$ cat src/rtl/anti_theft_controller_if.sv
// Switch inputs, 1 Hz / 2 Hz enables and status outputs of the anti-theft FSM.
// Optional ANTI_THEFT_FUEL_PUMP_EN adds the fuel-pump interlock signals.
interface anti_theft_controller_if;
  logic       one_hz_enable;
  logic       two_hz_enable;
  logic       ignition;
  logic       driver_door;
  logic       passenger_door;
  logic       reprogram;
  logic       enable_siren;
  logic       status_led;
  logic [2:0] state_code;
  logic [3:0] timer_value;
`ifdef ANTI_THEFT_FUEL_PUMP_EN
  logic       hidden_switch;
  logic       brake;
  logic       fuel_pump_power;

  modport master (
    output one_hz_enable, two_hz_enable, ignition, driver_door, passenger_door,
           reprogram, hidden_switch, brake,
    input  enable_siren, status_led, state_code, timer_value, fuel_pump_power
  );
  modport slave (
    input  one_hz_enable, two_hz_enable, ignition, driver_door, passenger_door,
           reprogram, hidden_switch, brake,
    output enable_siren, status_led, state_code, timer_value, fuel_pump_power
  );
`else
  modport master (
    output one_hz_enable, two_hz_enable, ignition, driver_door, passenger_door,
           reprogram,
    input  enable_siren, status_led, state_code, timer_value
  );
  modport slave (
    input  one_hz_enable, two_hz_enable, ignition, driver_door, passenger_door,
           reprogram,
    output enable_siren, status_led, state_code, timer_value
  );
`endif
endinterface

$ cat src/rtl/anti_theft_controller.sv
// Anti-theft sequencing FSM: arming, entry-delay and alarm countdowns on the 1 Hz enable.
// Define ANTI_THEFT_FUEL_PUMP_EN to add the hidden-switch fuel-pump interlock.
module anti_theft_controller #(
  parameter logic [3:0] T_ARM       = 4'd6,
  parameter logic [3:0] T_DRIVER    = 4'd8,
  parameter logic [3:0] T_PASSENGER = 4'd15,
  parameter logic [3:0] T_ALARM     = 4'd10
) (
  input logic                     clock,
  input logic                     reset,
  anti_theft_controller_if.slave  bus
);

  typedef enum logic [2:0] {
    ARMED      = 3'd0,
    TRIGGERED  = 3'd1,
    ALARM      = 3'd2,
    DISARMED   = 3'd3,
    WAIT_OPEN  = 3'd4,
    WAIT_CLOSE = 3'd5,
    ARM_DELAY  = 3'd6,
    ILLEGAL    = 3'd7
  } state_e;

  state_e     state_q, state_d;
  logic [3:0] timer_q, timer_d;
  logic       led_q, led_d;
  logic [3:0] timer_dec;
  logic       expire;

  always_ff @(posedge clock or posedge reset) begin
    if (reset) begin
      state_q <= ARMED;
      timer_q <= 4'd0;
      led_q   <= 1'b0;
    end else begin
      state_q <= state_d;
      timer_q <= timer_d;
      led_q   <= led_d;
    end
  end

  always_comb begin
    state_d   = state_q;
    timer_d   = 4'd0;
    led_d     = 1'b0;
    expire    = bus.one_hz_enable && (timer_q == 4'd1);
    timer_dec = (bus.one_hz_enable && timer_q != 4'd0) ? timer_q - 4'd1 : timer_q;

    if (bus.reprogram) begin
      state_d = ARMED;
    end else begin
      case (state_q)
        ARMED: begin
          if (bus.ignition) state_d = DISARMED;
          else if (bus.driver_door) begin
            state_d = TRIGGERED;
            timer_d = T_DRIVER;
          end else if (bus.passenger_door) begin
            state_d = TRIGGERED;
            timer_d = T_PASSENGER;
          end
        end
        TRIGGERED: begin
          if (bus.ignition) state_d = DISARMED;
          else if (expire) begin
            state_d = ALARM;
            timer_d = T_ALARM;
          end else timer_d = timer_dec;
        end
        ALARM: begin
          // an open door keeps the siren going for a full T_ALARM after it closes
          if (bus.ignition) state_d = DISARMED;
          else if (bus.driver_door || bus.passenger_door) timer_d = T_ALARM;
          else if (expire) state_d = ARMED;
          else timer_d = timer_dec;
        end
        DISARMED: begin
          if (!bus.ignition) state_d = WAIT_OPEN;
        end
        WAIT_OPEN: begin
          if (bus.ignition) state_d = DISARMED;
          else if (bus.driver_door) state_d = WAIT_CLOSE;
        end
        WAIT_CLOSE: begin
          if (bus.ignition) state_d = DISARMED;
          else if (!bus.driver_door) begin
            state_d = ARM_DELAY;
            timer_d = T_ARM;
          end
        end
        ARM_DELAY: begin
          if (bus.ignition) state_d = DISARMED;
          else if (bus.driver_door) state_d = WAIT_CLOSE;
          else if (expire) state_d = ARMED;
          else timer_d = timer_dec;
        end
        default: state_d = ARMED;
      endcase
    end

    // LED follows the next state so it changes on the same edge as the state
    case (state_d)
      ARMED:            led_d = (state_q != ARMED) ? 1'b0 : (led_q ^ bus.two_hz_enable);
      TRIGGERED, ALARM: led_d = 1'b1;
      default:          led_d = 1'b0;
    endcase
  end

  assign bus.enable_siren = (state_q == ALARM);
  assign bus.status_led   = led_q;
  assign bus.state_code   = state_q;
  assign bus.timer_value  = timer_q;

`ifdef ANTI_THEFT_FUEL_PUMP_EN
  logic fuel_q;

  always_ff @(posedge clock or posedge reset) begin
    if (reset)                                                fuel_q <= 1'b0;
    else if (!bus.ignition || state_q == ALARM)               fuel_q <= 1'b0;
    else if (bus.ignition && bus.hidden_switch && bus.brake)  fuel_q <= 1'b1;
  end

  assign bus.fuel_pump_power = fuel_q;
`endif

endmodule
$ cat src/flat_wrapper.sv
// flat-port wrapper written by rule: the top's interface ports become plain ports
module anti_theft_controller_flat 
#(
  parameter logic [3:0] T_ARM       = 4'd6,
  parameter logic [3:0] T_DRIVER    = 4'd8,
  parameter logic [3:0] T_PASSENGER = 4'd15,
  parameter logic [3:0] T_ALARM     = 4'd10
)
  (clock, reset, bus_one_hz_enable, bus_two_hz_enable, bus_ignition, bus_driver_door, bus_passenger_door, bus_reprogram, bus_enable_siren, bus_status_led, bus_state_code, bus_timer_value);
  anti_theft_controller_if bus_i ();
  input logic clock;
  input logic reset;
  input wire logic [$bits(bus_i.one_hz_enable)-1:0] bus_one_hz_enable;
  input wire logic [$bits(bus_i.two_hz_enable)-1:0] bus_two_hz_enable;
  input wire logic [$bits(bus_i.ignition)-1:0] bus_ignition;
  input wire logic [$bits(bus_i.driver_door)-1:0] bus_driver_door;
  input wire logic [$bits(bus_i.passenger_door)-1:0] bus_passenger_door;
  input wire logic [$bits(bus_i.reprogram)-1:0] bus_reprogram;
  output wire logic [$bits(bus_i.enable_siren)-1:0] bus_enable_siren;
  output wire logic [$bits(bus_i.status_led)-1:0] bus_status_led;
  output wire logic [$bits(bus_i.state_code)-1:0] bus_state_code;
  output wire logic [$bits(bus_i.timer_value)-1:0] bus_timer_value;
  assign bus_i.one_hz_enable = bus_one_hz_enable;
  assign bus_i.two_hz_enable = bus_two_hz_enable;
  assign bus_i.ignition = bus_ignition;
  assign bus_i.driver_door = bus_driver_door;
  assign bus_i.passenger_door = bus_passenger_door;
  assign bus_i.reprogram = bus_reprogram;
  assign bus_enable_siren = bus_i.enable_siren;
  assign bus_status_led = bus_i.status_led;
  assign bus_state_code = bus_i.state_code;
  assign bus_timer_value = bus_i.timer_value;
  anti_theft_controller #(.T_ARM(T_ARM), .T_DRIVER(T_DRIVER), .T_PASSENGER(T_PASSENGER), .T_ALARM(T_ALARM)) u_core (.clock(clock), .reset(reset), .bus(bus_i));
endmodule
$ cat config.mk
export PLATFORM = sky130hd
export DESIGN_NAME = anti_theft_controller_flat
export DESIGN_NICKNAME = d
export VERILOG_FILES = /design/src/rtl/anti_theft_controller_if.sv /design/src/rtl/anti_theft_controller.sv /design/src/flat_wrapper.sv
export SDC_FILE = /design/constraint.sdc
export NUM_CORES = 1
export LEC_CHECK = 0
export CORE_UTILIZATION = 53
export CTS_BUF_LIST = sky130_fd_sc_hd__clkbuf_16
export DETAILED_ROUTE_END_ITERATION = 8
export PLACE_DENSITY = 0.81
export SKIP_LAST_GASP = 1
export SYNTH_ARGS = -nofsm -noshare
export SYNTH_HDL_FRONTEND = slang
export SYNTH_SLANG_ARGS = --single-unit
$ cat constraint.sdc
create_clock -name clock -period 2.87 [get_ports clock]
set_clock_uncertainty 0.05 [all_clocks]
set_input_delay 0.4305 -clock clock [delete_from_list [all_inputs] [get_ports clock]]
set_output_delay 0.4305 -clock clock [all_outputs]
set_load 0.1 [all_outputs]
==> summary.md <==
| Metric | Value |
|---|---|
| Power per Cell Area | `665 nW/um^2` |
| Top post-synthesis cells by area | `dfrtp_1 (26%), nor3_1 (5.1%), nand2_1 (4.3%)` |
| CTS Root Cell | `clkbuf_16` |
| Syn Area/Cell | `8.11 sq um` |
| Leak | `0.429 nW` |
| Setup Fix Bufs, Post-CTS | `0` |
| DR vias/cell | `6.42` |
| Synth Register Bits | `8` |
| Final Max Tran Viols | `0` |
| CP arrival | `2320 ps` |
| Post-Synth Simple-Gate Area | `29.1%` |
| Hold_buf cts | `0` |
| Yosys top cell area share | `25.7%` |
| Routed length per instance | `15.1 um` |
| Drc violations | `0` |
| Setup violations, final | `0` |
| Post-Synth Adder-Cell Area | `3.22%` |
| Final Worst Setup Slack | `603 ps` |
| Unrepaired setup endpoints after global routing | `no` |
| Total CTS buffers | `3` |
| Dpl hpwl | `1360 um` |
| Final hold vios | `0` |
| Warnings from Yosys | `0` |
| Max clock buf depth | `2` |
| Core Box Area | `1330 sq um` |
| Fill count | `103` |
| Main combinational cell family by area after synthesis | `simple AND/OR/NAND/NOR gates` |
| Peak Freq | `441 MHz` |
| Via total after detailed routing | `790` |
| CTS sink cnt | `8` |
| Total Die Area | `1630 sq um` |
| Compound-Gate Fraction of Synth Area | `25.4%` |
| Die Height | `40.3 um` |
| Congestion Overflow GR | `0` |
| Post-cts sizing count | `0` |
| Fin util | `71.2%` |
| Clock latency on the worst-skew pair | `230 ps` |
| Rel. slew slack | `57.8%` |
| Actual slew at the worst max-slew pin | `634 ps` |
| CP cell instances | `clkdlybuf4s50_1 > or2_4 > a221o_1 > a2111oi_0 > mux2_2 > nor3_2` |
| Detailed Route WL | `1860 um` |
| Pre-CTS setup slack | `385 ps` |
| Final Wtd Congestion | `0.778` |
| FF/Latch Area | `200 sq um` |
| Max-cap viol count | `0` |
| Number of DRC markers in iteration 0 | `19` |
| Status | `finished clean` |
| Post-Syn Nets | `106` |
| Yosys cell types | `44` |
| Worst hold path class | `input port to asynchronous set/reset pin` |
| CTS tree | `done` |
| Initial Utilization | `58.3%` |
| DRT Pass-1 Iters | `4` |
| IO Pins | `17` |
| Num rows | `13` |
| CP Launch Type | `input port` |
| Critical path class | `input port to flop` |
| Initial antenna violation count | `0` |
| ANT cells | `0` |
| Final total power | `0.632 mW` |
| DRT antenna net count | `0` |
| Setup TNS | `0 ps` |
| Mux share of post-synthesis cell area | `2.73%` |
| Worst Path Max Fanout | `10` |
| Maximum VDD drop | `0.644 mV` |
| Clock H-tree levels | `1` |
| Final min period | `2270 ps` |
| GRT Overall Usage | `25.9%` |
| Cell taking the most area after synthesis | `dfrtp_1` |
| Xor/xnor cell area share of the yosys netlist | `2.25%` |
| Layout net count | `120` |
| Fraction of layout cells with a size suffix above 1 | `16.7%` |
| Commonest non-fill, non-tap cells in the layout | `nand2_1 (9), buf_4 (9), inv_1 (8), nor3_1 (8), dfrtp_1 (8)` |
| Multi-input gate area | `488 sq um` |
| Register area share after synthesis | `25.7%` |
| Cell count after synthesis | `96` |
| Crit. End Element | `flop` |
| CP max-delay cell | `clkdlybuf4s50_1` |
| Worst EP required | `2920 ps` |
| Final period utilization | `79.0%` |
| Syn Std Cell Area | `778 sq um` |
| Hold WS | `390 ps` |
| Die width | `40.3 um` |
| Max incr delay on CP | `570 ps` |
| Vias in the first global route | `667` |
| Largest net degree at the start of global routing | `24` |
| Port Buffers | `16` |
| Area Overhead vs Synth | `22.0%` |
| Clock-pin slew on the worst setup and hold paths | `40 ps` |
| First-pass GRT wire length | `2700 um` |
synthesized netlist by cell type, drive strengths merged:
library cell / number
mux2: 1
nand4bb: 1
ha: 2
nor3b: 2
a32o: 1
a32oi: 1
clkbuf: 2
a31oi: 2
a2111oi: 1
nand2: 9
and2: 1
dlygate4sd1: 1
and4bb: 1
nor2: 5
mux2i: 1
inv: 8
xnor2: 2
or4b: 1
and3: 1
dfrtp: 8
nand3: 1
a311oi: 1
o22ai: 2
and2b: 1
a21oi: 4
nor2b: 1
a22oi: 4
o221a: 1
or2: 1
a221o: 1
nor3: 9
buf: 3
nand2b: 3
nor4: 1
and3b: 1
bufbuf: 1
a21o: 3
o31ai: 3
o21ai: 4
stage by stage:
step	instances	area, sq um
final	123	950
after CTS	123	950
after floorplan	96	778
after detailed placement	120	875
after global routing	123	950
after global placement	120	875
worst max-delay path: cells and delay by family:
family                 cells  cell delay [ps]
AOI/OAI and AO/OA          2              710
buffers and inverters      1              570
and+or+nand+nor            2              370
muxes                      1              240
sequential cells by signal (all words and copies together) (netlist names):
| signal | count |
|---|---|
| u_core.bus.state_code | 3 |
| u_core.bus.status_led | 1 |
| u_core.bus.timer_value | 4 |
cells by family (layout without fill, tap and decap cells):
logic type,Yosys count,after routing
buf+inv,15,27
xor+xnor,2,2
compound gates,28,28
simple gates,39,39
flops,8,8
mux,2,2
fa+ha+maj,2,2
per-layer routing:
layer | up-vias | global-route usage [%] | part of all wire (%) | wire length, um
li1 | 377 | - | - | -
met1 | 381 | 32.2 | 45 | 830
met2 | 27 | 41.7 | 48 | 891
met3 | 5 | 3.89 | 4.8 | 90
met4 | 0 | 15.8 | 2.3 | 43
met5 | - | 0 | 0 | 0
report_power, final:
group | internal [mW] | leakage, nW | switching, mW
logic | 0.0780 | 0.286 | 0.171
registers | 0.125 | 0.105 | 0.0263
clock network | 0.179 | 0.0370 | 0.0525
total | 0.382 | 0.429 | 0.250
final timing paths:
kind	startpoint	endpoint	slack, ps	cells past startpoint
min reg2reg	u_core.bus.timer_value[0]	u_core.bus.timer_value[0]	710	3
min	reset	u_core.bus.state_code[1]	390	2
max reg2reg	u_core.bus.state_code[0]	u_core.bus.status_led	820	5
min in group clock	u_core.bus.timer_value[0]	u_core.bus.timer_value[0]	710	3
max in group asynchronous	reset	u_core.bus.state_code[2]	2160	2
max	bus_driver_door	u_core.bus.status_led	600	6
layout make-up:
| class | count | area share [%] |
|---|---|---|
| clock buffers | 3 | 7.91 |
| inverters | 8 | 3.16 |
| multi-input cells | 73 | 51.4 |
| flip-flops and latches | 8 | 21.1 |
| well taps | 15 | 1.98 |
| repair buffers | 16 | 14.5 |
Power figures use the tool's default switching activity.
